--- src/rtl/vc_mem_pkg.sv ---
// vc_mem_pkg: shared encodings for the single-port memory arbiter.
package vc_mem_pkg;
    typedef enum logic [1:0] {IDLE, ISSUE, WAIT, DONE} state_t;
    typedef enum logic [1:0] {CLI_I, CLI_D, CLI_X} client_t;
endpackage

--- src/rtl/mem_arb.sv ---
// mem_arb: grants fetch, data or external master one at a time onto a single-outstanding memory bus.
module mem_arb
    import vc_mem_pkg::*;
#(
    parameter int RV = 32,
    parameter int VA = RV,
    localparam int AW = VA - RV / 16
) (
    input  logic            clk,
    input  logic            reset,
    input  logic [VA-1:0]   pc,
    input  logic            ifetch,
    output logic            idone,
    input  logic [AW-1:0]   addr,
    input  logic [1:0]      rstrobe,
    input  logic [RV/8-1:0] wmask,
    input  logic [RV-1:0]   wdata,
    input  logic            io_access,
    output logic            rdone,
    output logic            wdone,
    output logic [RV-1:0]   rdata,
    input  logic            x_req,
    input  logic            x_we,
    input  logic [AW-1:0]   x_addr,
    input  logic [RV-1:0]   x_wdata,
    input  logic [RV/8-1:0] x_wmask,
    output logic            x_ack,
    output logic [RV-1:0]   x_rdata,
    output logic            m_req,
    output logic            m_we,
    output logic            m_io,
    output logic [AW-1:0]   m_addr,
    output logic [RV-1:0]   m_wdata,
    output logic [RV/8-1:0] m_wmask,
    output logic [1:0]      m_rstrobe,
    input  logic            m_ready,
    input  logic            m_rvalid,
    input  logic [RV-1:0]   m_rdata
);
    state_t  state, state_n;
    client_t cli;
    logic    last_x, d_req, d_wr, cpu_req, any_req, pick_x, unused_pc;
    assign d_wr      = |wmask;
    assign d_req     = |rstrobe || d_wr;
    assign cpu_req   = d_req || ifetch;
    assign any_req   = cpu_req || x_req;
    // Under contention the side not granted last wins; D outranks I within the CPU side.
    assign pick_x    = x_req && !(cpu_req && last_x);
    assign unused_pc = ^pc[RV/16-1:0];
    always_ff @(posedge clk)
        state <= reset ? IDLE : state_n;
    always_comb begin
        state_n = state;
        case (state)
            IDLE:    state_n = any_req ? ISSUE : IDLE;
            ISSUE:   state_n = m_ready ? (m_we ? DONE : WAIT) : ISSUE;
            WAIT:    state_n = m_rvalid ? DONE : WAIT;
            default: state_n = IDLE;
        endcase
        idone = state == DONE && cli == CLI_I;
        rdone = state == DONE && cli == CLI_D && !m_we;
        wdone = state == DONE && cli == CLI_D && m_we;
        x_ack = state == DONE && cli == CLI_X;
    end
    always_ff @(posedge clk) begin
        if (reset) begin
            last_x    <= 1'b1;
            cli       <= CLI_I;
            m_req     <= 1'b0;
            m_we      <= 1'b0;
            m_io      <= 1'b0;
            m_addr    <= '0;
            m_wdata   <= '0;
            m_wmask   <= '0;
            m_rstrobe <= '0;
            rdata     <= '0;
            x_rdata   <= '0;
        end else begin
            if (state == IDLE && any_req) begin
                last_x    <= pick_x;
                m_req     <= 1'b1;
                cli       <= pick_x ? CLI_X : d_req ? CLI_D : CLI_I;
                m_we      <= pick_x ? x_we : d_wr;
                m_io      <= !pick_x && d_req && io_access;
                m_addr    <= pick_x ? x_addr : d_req ? addr : pc[VA-1:RV/16];
                m_wdata   <= pick_x ? x_wdata : wdata;
                m_wmask   <= pick_x ? (x_we ? x_wmask : '0) : wmask;
                m_rstrobe <= pick_x ? (x_we ? 2'b00 : 2'b11) : !d_req ? 2'b11 : d_wr ? 2'b00 : rstrobe;
            end
            if (state == ISSUE && m_ready)
                m_req <= 1'b0;
            if (state == WAIT && m_rvalid) begin
                if (cli == CLI_X)
                    x_rdata <= m_rdata;
                else
                    rdata <= m_rdata;
            end
        end
    end
endmodule

--- config.mk ---
export PLATFORM = sky130hd
export DESIGN_NAME = mem_arb
export DESIGN_NICKNAME = d
export VERILOG_FILES = /design/src/rtl/vc_mem_pkg.sv /design/src/rtl/mem_arb.sv
export SDC_FILE = /design/constraint.sdc
export NUM_CORES = 1
export LEC_CHECK = 0
export CORE_AREA = 2 2 135 137
export CTS_CLUSTER_DIAMETER = 120
export DETAILED_ROUTE_END_ITERATION = 7
export DIE_AREA = 0 0 137 139
export PLACE_DENSITY = 0.77
export REMOVE_ABC_BUFFERS = 1
export SKIP_LAST_GASP = 1
export SYNTH_ARGS = -nofsm -noshare
export SYNTH_HDL_FRONTEND = slang
export SYNTH_SLANG_ARGS = --single-unit
--- constraint.sdc ---
create_clock -name clk -period 4.4 [get_ports clk]
set_input_delay 0.88 -clock clk [delete_from_list [all_inputs] [get_ports clk]]
set_output_delay 0.88 -clock clk [all_outputs]
set_load 0.01 [all_outputs]
==> results.py <==
metrics = {
    "global_route": {
        "antenna_found_initial": 0,
        "grt_util_all_layers_pct": 22.3,
        "grt-ovfl-total": 0,
        "grt_max_degree": 75,
        "grt_pass1_vias": 6226,
        "grt_pass1_wl_microns": 33200,
    },
    "clock_network": {
        "cts_resized": 0,
        "cts_tree": "done",
        "clockBufferDepth": 2,
        "clk_pin_slew_ns": 0.06,
        "cts.sink_count": 140,
        "insertion_delay_ns": 0.42,
        "postCtsHoldBufs": 0,
        "htree_levels": 4,
        "cts_root_buf": "clkbuf_16",
        "cts_buffers": 17,
        "post-cts-setup-buffers": 0,
    },
    "yosys": {
        "synthTopCellsByArea": "dfxtp_1 (48%), nand2_1 (15%), a21oi_1 (6.1%), o32ai_1 (4.2%), a211oi_1 (3.8%)",
        "synth_top_area_cell": "dfxtp_1",
        "synth-edff-count": 0,
        "synth_area_per_cell_sq_um": 7.81,
        "synth.distinct_cells": 36,
        "synth-async-reset-ratio_pct": 0,
        "ys_ff_latch": 140,
        "syn_inst": 755,
        "yosysWarnings": 0,
        "yosys-top-cells-count": "nand2_1 (235), dfxtp_1 (140), a21oi_1 (72)",
        "synth.cell_area_sq_um": 5890,
        "yosys_most_used_dff": "dfxtp_1",
        "synth.most_common_cell": "nand2_1",
        "netlist.area_leader.share_pct": 47.5,
        "synth_seq_area_share_pct": 47.5,
    },
    "floorplan": {
        "die_width_microns": 137,
        "fp-row-count": 49,
        "initial_core_util_pct": 33.4,
        "core_area_sq_um": 17700,
        "fp.dieH_microns": 139,
        "io_pins": 345,
        "die_area_sq_um": 19000,
    },
    "routing": {
        "dr.first_iter.drc_count": 302,
        "vias_per_cell": 5.05,
        "wl_per_cell_microns": 17.0,
        "drt-pass1-iter-count": 6,
        "vias": 6584,
        "drc": 0,
        "drt.antenna.violating_nets": 0,
        "drt_wl_total_microns": 22200,
    },
    "worst_setup_path": {
        "path_cells": "clkdlybuf4s50_1 -> nor4_4 -> a31o_4 -> buf_4 -> nand2_1 -> a31oi_1",
        "critPathMaxFanout": 58,
        "endpoint_kind": "flip-flop",
        "cp-start-kind": "primary input",
        "crit_required_ns": 4.74,
        "arrival_ns": 3.28,
        "critical_path_class": "primary input to flip-flop",
        "slowest_delay_ns": 0.68,
        "cp_slowest_cell": "a31o_4",
    },
    "power": {
        "vdd_drop_max_mv": 0.243,
        "p_leak_nw": 3.68,
        "power_density_nw_per_um2": 384,
        "finalPower_w": 0.00386,
    },
    "finish": {
        "syn_to_final_growth_pct": 70.4,
        "drive_above_1_share_pct": 4.83,
        "num-nets-final": 1271,
        "antennaDiodeCount": 0,
    },
    "sta": {
        "skew_ns": 0.00990,
        "setup_viol": 0,
        "slew_violations": 0,
        "grt_setup_unrepaired": "no",
        "hold_violations": 0,
        "fin_crit_sh_pct": 67.0,
        "setup_ws_ns": 1.45,
        "fmax_ghz": 0.339,
        "max_slew_margin_pct": 23.4,
        "tightest_slew_ns": 1.15,
        "fin_crit_ns": 2.95,
        "hold_ws_ns": 0.452,
    },
    "min_path": {
        "min_path_type": "flip-flop to flip-flop",
    },
    "placement": {
        "dp_worst_setup_slack_ns": 1.01,
        "portBuffers": 342,
        "place_congestion": 0.817,
        "hpwl_microns": 16000,
    },
    "outcome": {
        "outcome": "finished, final reports clean",
    },
    "job": {
        "maxCapViolations": 0,
    },
}
-- layout make-up --
class                   count  area, sq um
inverters                   2         7.51
fillers                  1642         7610
well taps                 229          287
repair buffers            357         3540
multi-input cells         547         2790
flip-flops and latches    140         2800
clock buffers              20          447
clock inverters            10          165
-- power breakdown --
group          switching (W)  total [W]  internal (W)
clock network       0.000549    0.00151      0.000961
logic               0.000401   0.000882      0.000480
registers          0.0000719    0.00146       0.00139
total                0.00102    0.00386       0.00283
-- cell families (layout without fill, tap and decap cells) --
group / count (synthesis) / in the layout / synth area share (%)
compound gates: 216 / 216 / 23.6
simple gates: 331 / 331 / 23.5
buf+inv: 68 / 389 / 5.35
flops: 140 / 140 / 47.5
-- metrics by stage --
stage / utilization [%] / std cells / TNS, ns / area [sq um]
floorplan: - / 689 / -12.75 / 5590
finish: 56.9 / 1305 / 0 / 10000
CTS: 56.9 / 1305 / 0 / 10000
detailed placement: 53.4 / 1275 / 0 / 9430
global route: 56.9 / 1305 / 0 / 10000
global placement: 53.4 / 1275 / 0 / 9430
-- worst paths after layout --
check                             endpoint       from  cells after the start  slack [ns]
worst max-delay path            m_wdata[2]   wmask[3]                      6        1.45
worst min-delay path             rdata[20]  rdata[20]                      2        0.45
worst max register to register   m_addr[2]     last_x                      5        2.35
worst min register to register   rdata[20]  rdata[20]                      2        0.45
-- state kept, by name (all words and copies together) (netlist names) --
| signal | count |
|---|---|
| cli | 2 |
| last_x | 1 |
| m_we | 1 |
| m_req | 1 |
| m_addr | 30 |
| m_wmask | 4 |
| state | 2 |
| rdata | 32 |
| m_wdata | 32 |
| m_rstrobe | 2 |
| m_io | 1 |
| x_rdata | 32 |
-- routing by layer --
| metal | GRT usage, % | up-vias | routed length, microns |
|---|---|---|---|
| met4 | 6.51 | 0 | 379 |
| met5 | 0 | - | 0 |
| met3 | 8.41 | 31 | 2370 |
| met2 | 38.1 | 313 | 10800 |
| li1 | - | 3249 | - |
| met1 | 25.9 | 2991 | 8620 |
-- placed cells by master (no fill, tap or decap), types with 2 or more instances in the layout --
cell | synthesis | layout
bufinv_16 | 0 | 4
nand2b_1 | 5 | 5
nand2_1 | 235 | 235
clkinv_4 | 0 | 3
o31ai_1 | 2 | 2
clkbuf_16 | 0 | 17
o32ai_1 | 28 | 28
buf_4 | 2 | 14
clkbuf_1 | 42 | 2
a211oi_1 | 30 | 30
nand3b_1 | 2 | 2
a31oi_1 | 35 | 35
clkdlybuf4s50_1 | 0 | 341
o21ai_0 | 38 | 38
clkinv_2 | 0 | 2
and3_1 | 31 | 31
a21oi_1 | 72 | 72
dfxtp_1 | 140 | 140
a311oi_1 | 3 | 3
nand3_1 | 5 | 5
nor2_2 | 0 | 2
nor2b_1 | 2 | 2
nor2_1 | 44 | 42
-- worst max-delay path: cells and delay by family --
family                 cells  cell delay [ns]
buffers and inverters      2             0.78
AOI/OAI and AO/OA          2             0.86
and+or+nand+nor            2             0.68
No activity file was read; power rests on OpenSTA's default activity.
